$ cat src/rtl/alu_pkg.sv
// Shared types for the Exe-stage ALU front end and the ALU itself.
// Selection codes, MIPS opcode/funct values and the issue FSM states.
package alu_pkg;

  typedef enum logic [3:0] {
    SEL_SLL   = 4'h0,
    SEL_SRL   = 4'h1,
    SEL_MULT  = 4'h2,
    SEL_MULTU = 4'h3,
    SEL_DIV   = 4'h4,
    SEL_DIVU  = 4'h5,
    SEL_ADD   = 4'h6,
    SEL_ADDU  = 4'h7,
    SEL_SUB   = 4'h8,
    SEL_SUBU  = 4'h9,
    SEL_AND   = 4'hA,
    SEL_OR    = 4'hB,
    SEL_XOR   = 4'hC,
    SEL_NOR   = 4'hD,
    SEL_SLT   = 4'hE,
    SEL_SLTU  = 4'hF
  } alu_sel_e;

  typedef enum logic [1:0] {
    OPS_RS_RT,
    OPS_RT_SHAMT,
    OPS_SHAMT_RT,
    OPS_RS_IMM
  } opsel_e;

  typedef enum logic {
    EXT_SIGN,
    EXT_ZERO
  } ext_e;

  typedef enum logic [1:0] {
    ST_IDLE,
    ST_DRIVE,
    ST_CAPT,
    ST_RESP
  } state_e;

  localparam logic [5:0] OP_RTYPE = 6'h00;
  localparam logic [5:0] OP_BEQ   = 6'h04;
  localparam logic [5:0] OP_BNE   = 6'h05;
  localparam logic [5:0] OP_ADDI  = 6'h08;
  localparam logic [5:0] OP_ADDIU = 6'h09;
  localparam logic [5:0] OP_SLTI  = 6'h0A;
  localparam logic [5:0] OP_SLTIU = 6'h0B;
  localparam logic [5:0] OP_ANDI  = 6'h0C;
  localparam logic [5:0] OP_ORI   = 6'h0D;
  localparam logic [5:0] OP_XORI  = 6'h0E;

  localparam logic [5:0] F_SLL   = 6'h00;
  localparam logic [5:0] F_SRL   = 6'h02;
  localparam logic [5:0] F_MULT  = 6'h18;
  localparam logic [5:0] F_MULTU = 6'h19;
  localparam logic [5:0] F_DIV   = 6'h1A;
  localparam logic [5:0] F_DIVU  = 6'h1B;
  localparam logic [5:0] F_ADD   = 6'h20;
  localparam logic [5:0] F_ADDU  = 6'h21;
  localparam logic [5:0] F_SUB   = 6'h22;
  localparam logic [5:0] F_SUBU  = 6'h23;
  localparam logic [5:0] F_AND   = 6'h24;
  localparam logic [5:0] F_OR    = 6'h25;
  localparam logic [5:0] F_XOR   = 6'h26;
  localparam logic [5:0] F_NOR   = 6'h27;
  localparam logic [5:0] F_SLT   = 6'h2A;
  localparam logic [5:0] F_SLTU  = 6'h2B;

endpackage

$ cat src/rtl/alu_decode.sv
// Combinational MIPS opcode/funct decoder for the ALU issue stage.
// Produces ALU select, operand routing, extension mode and status flags.
module alu_decode
  import alu_pkg::*;
#(
  parameter int WIDTH = 32
) (
  input  logic [5:0]       opcode,
  input  logic [5:0]       funct,
  input  logic [WIDTH-1:0] rt_val,
  output alu_sel_e         sel,
  output opsel_e           opsel,
  output ext_e             ext,
  output logic             is_branch,
  output logic             is_bne,
  output logic             illegal,
  output logic             div_zero
);

  logic w_is_div;

  always_comb begin
    sel       = SEL_ADD;
    opsel     = OPS_RS_RT;
    ext       = EXT_SIGN;
    is_branch = 1'b0;
    is_bne    = 1'b0;
    illegal   = 1'b0;
    w_is_div  = 1'b0;
    case (opcode)
      OP_RTYPE: begin
        case (funct)
          F_SLL: begin
            sel   = SEL_SLL;
            opsel = OPS_RT_SHAMT;
          end
          F_SRL: begin
            sel   = SEL_SRL;
            opsel = OPS_SHAMT_RT;
          end
          F_MULT:  sel = SEL_MULT;
          F_MULTU: sel = SEL_MULTU;
          F_DIV: begin
            sel      = SEL_DIV;
            w_is_div = 1'b1;
          end
          F_DIVU: begin
            sel      = SEL_DIVU;
            w_is_div = 1'b1;
          end
          F_ADD:   sel = SEL_ADD;
          F_ADDU:  sel = SEL_ADDU;
          F_SUB:   sel = SEL_SUB;
          F_SUBU:  sel = SEL_SUBU;
          F_AND:   sel = SEL_AND;
          F_OR:    sel = SEL_OR;
          F_XOR:   sel = SEL_XOR;
          F_NOR:   sel = SEL_NOR;
          F_SLT:   sel = SEL_SLT;
          F_SLTU:  sel = SEL_SLTU;
          default: illegal = 1'b1;
        endcase
      end
      OP_ADDI: begin
        sel   = SEL_ADD;
        opsel = OPS_RS_IMM;
      end
      OP_ADDIU: begin
        sel   = SEL_ADDU;
        opsel = OPS_RS_IMM;
      end
      OP_SLTI: begin
        sel   = SEL_SLT;
        opsel = OPS_RS_IMM;
      end
      OP_SLTIU: begin
        sel   = SEL_SLTU;
        opsel = OPS_RS_IMM;
      end
      OP_ANDI: begin
        sel   = SEL_AND;
        opsel = OPS_RS_IMM;
        ext   = EXT_ZERO;
      end
      OP_ORI: begin
        sel   = SEL_OR;
        opsel = OPS_RS_IMM;
        ext   = EXT_ZERO;
      end
      OP_XORI: begin
        sel   = SEL_XOR;
        opsel = OPS_RS_IMM;
        ext   = EXT_ZERO;
      end
      OP_BEQ: begin
        sel       = SEL_SUB;
        is_branch = 1'b1;
      end
      OP_BNE: begin
        sel       = SEL_SUB;
        is_branch = 1'b1;
        is_bne    = 1'b1;
      end
      default: illegal = 1'b1;
    endcase
  end

  assign div_zero = w_is_div && (rt_val == '0);

endmodule

$ cat src/rtl/alu_issue.sv
// ALU issue front end: decode, drive registered ALU, capture, respond.
// Optional macro ALU_ISSUE_DIV_ZERO_TRAP_EN traps div/divu with rt==0.
module alu_issue
  import alu_pkg::*;
#(
  parameter int WIDTH = 32
) (
  input  logic             clk,
  input  logic             rst,
  input  logic             in_valid,
  output logic             in_ready,
  input  logic [5:0]       opcode,
  input  logic [5:0]       funct,
  input  logic [4:0]       shamt,
  input  logic [15:0]      imm,
  input  logic [WIDTH-1:0] rs_val,
  input  logic [WIDTH-1:0] rt_val,
  output logic [WIDTH-1:0] alu_a,
  output logic [WIDTH-1:0] alu_b,
  output logic [3:0]       alu_sel,
  input  logic [WIDTH-1:0] alu_result,
  output logic             out_valid,
  input  logic             out_ready,
  output logic [WIDTH-1:0] out_result,
  output logic             out_zero,
  output logic             out_branch_taken,
  output logic             out_illegal,
  output logic             out_div_zero
);

`ifdef ALU_ISSUE_DIV_ZERO_TRAP_EN
  localparam bit TRAP_EN = 1'b1;
`else
  localparam bit TRAP_EN = 1'b0;
`endif

  state_e r_state;
  state_e w_next;

  alu_sel_e w_sel;
  opsel_e   w_opsel;
  ext_e     w_ext;
  logic     w_is_branch;
  logic     w_is_bne;
  logic     w_illegal;
  logic     w_div_zero;

  alu_decode #(.WIDTH(WIDTH)) u_dec (
    .opcode    (opcode),
    .funct     (funct),
    .rt_val    (rt_val),
    .sel       (w_sel),
    .opsel     (w_opsel),
    .ext       (w_ext),
    .is_branch (w_is_branch),
    .is_bne    (w_is_bne),
    .illegal   (w_illegal),
    .div_zero  (w_div_zero)
  );

  logic             w_accept;
  logic             w_skip;
  logic [WIDTH-1:0] w_imm;
  logic [WIDTH-1:0] w_shamt;
  logic [WIDTH-1:0] w_a;
  logic [WIDTH-1:0] w_b;

  assign w_accept = in_valid && (r_state == ST_IDLE);
  // Instructions that never reach the ALU go straight to RESP.
  assign w_skip   = w_illegal || (TRAP_EN && w_div_zero);
  assign w_shamt  = {{(WIDTH-5){1'b0}}, shamt};
  assign w_imm    = (w_ext == EXT_ZERO) ?
                    {{(WIDTH-16){1'b0}}, imm} :
                    {{(WIDTH-16){imm[15]}}, imm};

  always_comb begin
    w_a = rs_val;
    w_b = rt_val;
    case (w_opsel)
      OPS_RT_SHAMT: begin
        w_a = rt_val;
        w_b = w_shamt;
      end
      OPS_SHAMT_RT: begin
        w_a = w_shamt;
        w_b = rt_val;
      end
      OPS_RS_IMM: w_b = w_imm;
      default: ;
    endcase
  end

  always_ff @(posedge clk or negedge rst) begin
    if (!rst) r_state <= ST_IDLE;
    else      r_state <= w_next;
  end

  always_comb begin
    w_next = r_state;
    case (r_state)
      ST_IDLE:  if (w_accept) w_next = w_skip ? ST_RESP : ST_DRIVE;
      ST_DRIVE: w_next = ST_CAPT;
      ST_CAPT:  w_next = ST_RESP;
      ST_RESP:  if (out_ready) w_next = ST_IDLE;
      default:  w_next = ST_IDLE;
    endcase
  end

  always_comb begin
    in_ready  = (r_state == ST_IDLE);
    out_valid = (r_state == ST_RESP);
  end

  logic [WIDTH-1:0] r_a;
  logic [WIDTH-1:0] r_b;
  alu_sel_e         r_sel;
  logic             r_is_branch;
  logic             r_is_bne;
  logic [WIDTH-1:0] r_result;
  logic             r_zero;
  logic             r_branch;
  logic             r_illegal;
  logic             w_res_zero;

  assign w_res_zero = (alu_result == '0);

  always_ff @(posedge clk or negedge rst) begin
    if (!rst) begin
      r_a         <= '0;
      r_b         <= '0;
      r_sel       <= SEL_SLL;
      r_is_branch <= 1'b0;
      r_is_bne    <= 1'b0;
      r_result    <= '0;
      r_zero      <= 1'b0;
      r_branch    <= 1'b0;
      r_illegal   <= 1'b0;
    end else if (w_accept) begin
      if (!w_skip) begin
        r_a         <= w_a;
        r_b         <= w_b;
        r_sel       <= w_sel;
        r_is_branch <= w_is_branch;
        r_is_bne    <= w_is_bne;
      end
      r_result  <= '0;
      r_zero    <= 1'b0;
      r_branch  <= 1'b0;
      r_illegal <= w_illegal;
    end else if (r_state == ST_CAPT) begin
      r_result <= alu_result;
      r_zero   <= w_res_zero;
      r_branch <= r_is_branch && (r_is_bne ^ w_res_zero);
    end
  end

`ifdef ALU_ISSUE_DIV_ZERO_TRAP_EN
  logic r_div_zero;

  always_ff @(posedge clk or negedge rst) begin
    if (!rst)          r_div_zero <= 1'b0;
    else if (w_accept) r_div_zero <= w_div_zero;
  end

  assign out_div_zero = r_div_zero;
`else
  assign out_div_zero = 1'b0;
`endif

  assign alu_a            = r_a;
  assign alu_b            = r_b;
  assign alu_sel          = r_sel;
  assign out_result       = r_result;
  assign out_zero         = r_zero;
  assign out_branch_taken = r_branch;
  assign out_illegal      = r_illegal;

endmodule

$ cat config.mk
export PLATFORM = sky130hd
export DESIGN_NAME = alu_issue
export DESIGN_NICKNAME = d
export VERILOG_FILES = /design/src/rtl/alu_pkg.sv /design/src/rtl/alu_decode.sv /design/src/rtl/alu_issue.sv
export SDC_FILE = /design/constraint.sdc
export NUM_CORES = 1
export LEC_CHECK = 0
export ABC_CLOCK_PERIOD_IN_PS = 4250
export CAP_MARGIN = 20
export CELL_PAD_IN_SITES_DETAIL_PLACEMENT = 0
export CELL_PAD_IN_SITES_GLOBAL_PLACEMENT = 1
export CORE_ASPECT_RATIO = 0.5
export CORE_MARGIN = 2
export CORE_UTILIZATION = 32
export DETAILED_ROUTE_END_ITERATION = 16
export PLACE_DENSITY = 0.95
export SLEW_MARGIN = 20
export SYNTH_ARGS = -nofsm -noshare
export SYNTH_HDL_FRONTEND = slang
export SYNTH_HIERARCHICAL = 1
export SYNTH_SLANG_ARGS = --single-unit
$ cat constraint.sdc
create_clock -name clk -period 4.25 [get_ports clk]
set_clock_uncertainty 0.05 [all_clocks]
set_input_delay 0.6375 -clock clk [delete_from_list [all_inputs] [get_ports clk]]
set_output_delay 0.6375 -clock clk [all_outputs]
set_load 0.01 [all_outputs]
==> results of run 1 <==
[power by group]
group | switching [mW] | leakage [nW] | internal [mW] | total [mW]
clock | 0.404 | 0.141 | 0.413 | 0.817
combinational | 0.955 | 1.78 | 1.23 | 2.18
sequential | 0.255 | 1.34 | 1.48 | 1.73
[state kept, by name, indices dropped and copies added, names as in the netlist]
| register | cells |
|---|---|
| r_is_branch | 1 |
| out_illegal | 1 |
| out_branch_taken | 1 |
| alu_b | 32 |
| r_state | 2 |
| out_result | 32 |
| out_zero | 1 |
| alu_a | 32 |
| r_is_bne | 1 |
| alu_sel | 4 |
[layer usage]
layer	vias to the layer above	wire length, um	track usage, %
met5	-	0	0
met4	0	394	6.30
li1	2320	-	-
met2	159	8730	34.8
met3	29	746	3.89
met1	2376	7060	24.9
[worst paths after layout]
check | to | start | slack, ns
max | alu_b[13] | opcode[3] | 0.90
min | alu_sel[2] | rst | 0.32
max reg2reg | alu_b[17] | r_state[0] | 2.02
min reg2reg | alu_sel[2] | alu_sel[2] | 0.43
max in group asynchronous | out_result[22] | rst | 2.97
min in group clk | alu_sel[2] | alu_sel[2] | 0.43
[layout make-up]
cell class	count	area, sq um
timing repair buffer	249	2460
fill	1353	7530
clock inverter	6	57.6
clock buffer	10	229
inverter	10	37.5
tap	204	255
multi-input combinational	372	2170
sequential	107	2680
[layout by cell type (no fill, tap or decap), drive strengths merged, types with 3 or more instances in the layout]
cell type and n:
a22oi 10, a21oi 37, nand4 3, ha 6, clkbuf 10, clkdlybuf4s50 236, o21ai 23, inv 14
a31oi 6, nor4 8, buf 13, nand3 4, a221oi 28, dfrtp 107, nor2 105, a22o 32
nor3 4, nand2 78
[critical path, cell delays in order]
cell and delay, ns:
clkdlybuf4s50_1 0.55, nor2_2 0.21, nand2_2 0.08, nor3_4 0.20, nand3_1 0.12, o21ai_0 0.33
ha_1 0.71, nor2_2 0.07, buf_4 0.24, a221oi_1 0.31, nor2_1 0.07
[per-stage QoR]
| step | cell area (sq um) | power, mW | worst slack, ns | hold WS, ns | instances |
|---|---|---|---|---|---|
| after floorplan | 5050 | 2.63 | 1.51 | 0.292 | 528 |
| after global placement | 7600 | 3.89 | 0.725 | 0.412 | 942 |
| after detailed placement | 7600 | 3.95 | 0.546 | 0.419 | 942 |
| after CTS | 7890 | 4.78 | 0.912 | 0.347 | 958 |
| after global routing | 7890 | 5.02 | 0.561 | 0.373 | 958 |
| final | 7890 | 4.73 | 0.896 | 0.317 | 958 |
==> flow_summary.yaml, run 1 <==
floorplanning:
  die_x_um: 182
  die_h_um: 92.8
  start_util_pct: 32.8
  die-area_sq_um: 16900
  boundaryPins: 239
  coreArea_sq_um: 15400
  fp-row-count: 32
placed_design:
  gp_congestion: 0.937
  io_buffers: 237
  hpwl_mm: 12.9
timing:
  setup_viol: 0
  fin_crit_sh_pct: 78.9
  finalSetupTns_ns: 0
  period_minus_slack_ns: 3.35
  relSlewSlack_pct: 48.1
  rsz0062_at_grt: "false"
  timing.fmax_mhz: 298
  hold_viol_final: 0
  drv_slew: 0
  tightest_slew_ns: 0.778
critical_path:
  crit_fanout: 22
  worstRegToRegCells: 6
  endpoint_kind: "flop"
  start_kind: "input port"
  cp.arrival_ns: 3.54
  cp.required_ns: 4.43
  worst-setup-path-type: "input port to flop"
job:
  drv_cap: 0
cells_and_area:
  nets: 888
  syn_to_final_growth_pct: 56.1
  final_util_pct: 51.2
  num_antenna_cells: 0
  drive_gt1_share_pct: 7.82
grt:
  antenna_found_initial: 0
  grt_max_degree: 59
  grt_pass1_wl_mm: 26.3
  grt_pass1_vias: 4854
  gr-total-overflow: 0
  groute.usage.overall_pct: 19.9
route:
  wl_per_cell_um: 17.7
  ant_nets: 0
  drcViolationCount: 0
  wirelength_mm: 16.9
  first_iter_violations: 359
  routed_via_density: 5.10
  drt-pass1-iter-count: 4
  num_vias: 4884
clock_tree:
  postCtsHoldBufs: 0
  cts_resized: 0
  cts_setup_buffers: 0
  clockBufferDepth: 2
  clk_pin_slew_ns: 0.08
  cts_root_buffer: "clkbuf_16"
  worstSkewPairLatency_ns: 0.34
  cts_tree: "done"
  cts_num_sinks: 107
  htreeDepth: 3
  cts-buffers-inserted: 9
yosys:
  yosysWarnings: 6
  synth.cell_area_sq_um: 5050
  avgSynthCellArea_sq_um: 9.57
  synth_fp_nets: 667
  synth_cells: 528
power_and_ir_drop:
  leakage_nw: 3.26
  vdd_drop_max_mv: 0.301
  power_density_nw_per_um2: 600
outcome:
  status: "finished clean"
worst_hold_path:
  hold_class: "input port to async pin"
Power figures use the tool's default switching activity.
==> run 2: changes to the inputs <==
--- a/config.mk
+++ b/config.mk
@@ -5,15 +5,15 @@
 export SDC_FILE = /design/constraint.sdc
 export NUM_CORES = 1
 export LEC_CHECK = 0
-export ABC_CLOCK_PERIOD_IN_PS = 4250
+export ABC_CLOCK_PERIOD_IN_PS = 3000
 export CAP_MARGIN = 20
 export CELL_PAD_IN_SITES_DETAIL_PLACEMENT = 0
 export CELL_PAD_IN_SITES_GLOBAL_PLACEMENT = 1
 export CORE_ASPECT_RATIO = 0.5
 export CORE_MARGIN = 2
-export CORE_UTILIZATION = 32
+export CORE_UTILIZATION = 27
 export DETAILED_ROUTE_END_ITERATION = 16
-export PLACE_DENSITY = 0.95
+export PLACE_DENSITY = 0.87
 export SLEW_MARGIN = 20
 export SYNTH_ARGS = -nofsm -noshare
 export SYNTH_HDL_FRONTEND = slang
==> constraint.sdc (replaced) <==
create_clock -name clk -period 3 [get_ports clk]
set_clock_uncertainty 0.05 [all_clocks]
set_input_delay 0.45 -clock clk [delete_from_list [all_inputs] [get_ports clk]]
set_output_delay 0.45 -clock clk [all_outputs]
set_load 0.01 [all_outputs]
==> flow_summary.yaml, run 2 (same netlist as run 1, synthesis figures left out) <==
timing:
  fin_crit_sh_pct: 90.8
  fin_ws_ns: 0.277
  drv_slew: 0
  rsz0062_at_grt: "false"
  period_minus_slack_ns: 2.72
  tightest_slew_ns: 0.832
  setup_viol: 0
  timing.fmax_mhz: 367
  relSlewSlack_pct: 44.5
  hold_viol_final: 0
floorplanning:
  coreArea_sq_um: 18300
  boundaryPins: 239
  die_h_um: 101
  start_util_pct: 27.5
  fp-row-count: 35
  die-area_sq_um: 19900
  die_x_um: 197
power_and_ir_drop:
  power_density_nw_per_um2: 829
  pwr-share-clk_pct: 17.4
  vdd_drop_max_mv: 0.314
  power_switching_mw: 2.31
  seqPwrFrac_pct: 36.6
  pwr-share-comb_pct: 46.1
  leakage_nw: 3.36
  switching_share_pct: 34.2
  internal_power_mw: 4.44
placed_design:
  dp_cells: 991
  hpwl_mm: 13.2
  dp_slack_ns: -0.0366
  gp_congestion: 0.884
  io_buffers: 237
route:
  first_iter_violations: 247
  wirelength_mm: 17.3
  num_vias: 4883
  drcViolationCount: 0
  drt-pass1-iter-count: 5
  routed_via_density: 4.85
  ant_nets: 0
  wl_per_cell_um: 17.2
job:
  drv_cap: 0
critical_path:
  path_cells: "clkdlybuf4s50_1, nand2_2, o32a_1, a21oi_1, o311ai_1, or2_4, a31oi_4, a21oi_1"
  r2r-start: "r_state[0]"
  critPathLaunch: "funct[3]"
  crit_path_frequent_cell: "a21oi_1"
  r2r-end: "alu_b[25]"
  endpoint_kind: "flop"
  worst-setup-path-type: "input port to flop"
  crit_fanout: 16
  reg2reg_slack_ns: 0.95
  worst-path-buf-inv: 1
  cp_top_family: "compound AO/OA/AOI/OAI gates"
  slowest_stage: "clkdlybuf4s50_1"
  cp.required_ns: 3.16
  start_kind: "input port"
  cp.arrival_ns: 2.88
  endpoint: "alu_b[25]"
  cp.depth: 8
  worstRegToRegCells: 6
  crit_path_max_incr_delay_ns: 0.63
cells_and_area:
  nets: 901
  drive_gt1_share_pct: 9.39
  syn_to_final_growth_pct: 61.1
  layout_commonest_cell: "clkdlybuf4s50_1"
  num_antenna_cells: 0
  fillers: 1749
  final_util_pct: 44.4
  final_cell_mix: "clkdlybuf4s50_1, dfrtp_1, nor2_1"
  layoutNonFillerInstCount: 1007
clock_tree:
  cts_setup_buffers: 0
  postCtsHoldBufs: 0
  clockBufferDepth: 2
  cts_tree: "done"
  worstSkewPairLatency_ns: 0.35
  cts-buffers-inserted: 9
  clk_pin_slew_ns: 0.08
  htreeDepth: 3
  cts_root_buffer: "clkbuf_16"
  cts_resized: 0
  cts_num_sinks: 107
grt:
  antenna_found_initial: 0
  grt_pass1_vias: 4858
  grt_max_degree: 61
  groute.usage.overall_pct: 17.2
  grt_pass1_wl_mm: 26.6
  gr-total-overflow: 0
worst_hold_path:
  hold_class: "input port to async pin"
outcome:
  status: "finished clean"
==> run 2: area by class of cell <==
| class | count | area, sq um | share of cell area (%) |
|---|---|---|---|
| tap | 240 | 300 | 3.69 |
| clock inverter | 7 | 61.3 | 0.753 |
| multi-input combinational | 372 | 2170 | 26.6 |
| inverter | 10 | 37.5 | 0.461 |
| sequential | 107 | 2680 | 32.9 |
| timing repair buffer | 262 | 2670 | 32.8 |
| clock buffer | 9 | 225 | 2.77 |
==> run 2: power by group through the flow <==
stage	Clock [mW]	Combinational, mW	Sequential (mW)
global placement	0	3.09	2.47
floorplan	0	0.974	2.75
global route	1.27	3.35	2.55
detailed placement	0	3.14	2.49
finish	1.17	3.11	2.47
CTS	1.21	3.15	2.47
==> run 2: worst min path at each step <==
stage,endpoint,slack [ns],start,cells after the start
2_1_floorplan,alu_a[0],0.10,rst,0
3_3_place_gp,alu_sel[0],0.41,alu_sel[0],2
3_5_place_dp,alu_sel[0],0.42,alu_sel[0],2
4_1_cts,alu_a[4],0.16,rst,1
5_1_grt,alu_a[1],0.18,rst,1
6_report,alu_a[4],0.12,rst,1
==> run 2: metrics by stage <==
stage | TNS (ns) | area (sq um) | hold slack, ns | total power [mW]
floorplan | 0 | 5050 | 0.104 | 3.72
global placement | 0 | 7850 | 0.409 | 5.56
detailed placement | -0.242 | 7850 | 0.421 | 5.63
CTS | 0 | 8140 | 0.163 | 6.83
global route | 0 | 8140 | 0.176 | 7.17
finish | 0 | 8140 | 0.122 | 6.74
==> run 2: layer usage <==
metal / up-vias / track usage [%] / part of all wire, %
li1: 2339 / - / -
met1: 2372 / 22.0 / 44
met2: 147 / 29.9 / 50
met3: 25 / 3.11 / 4.3
met4: 0 / 5.15 / 2.4
met5: - / 0 / 0
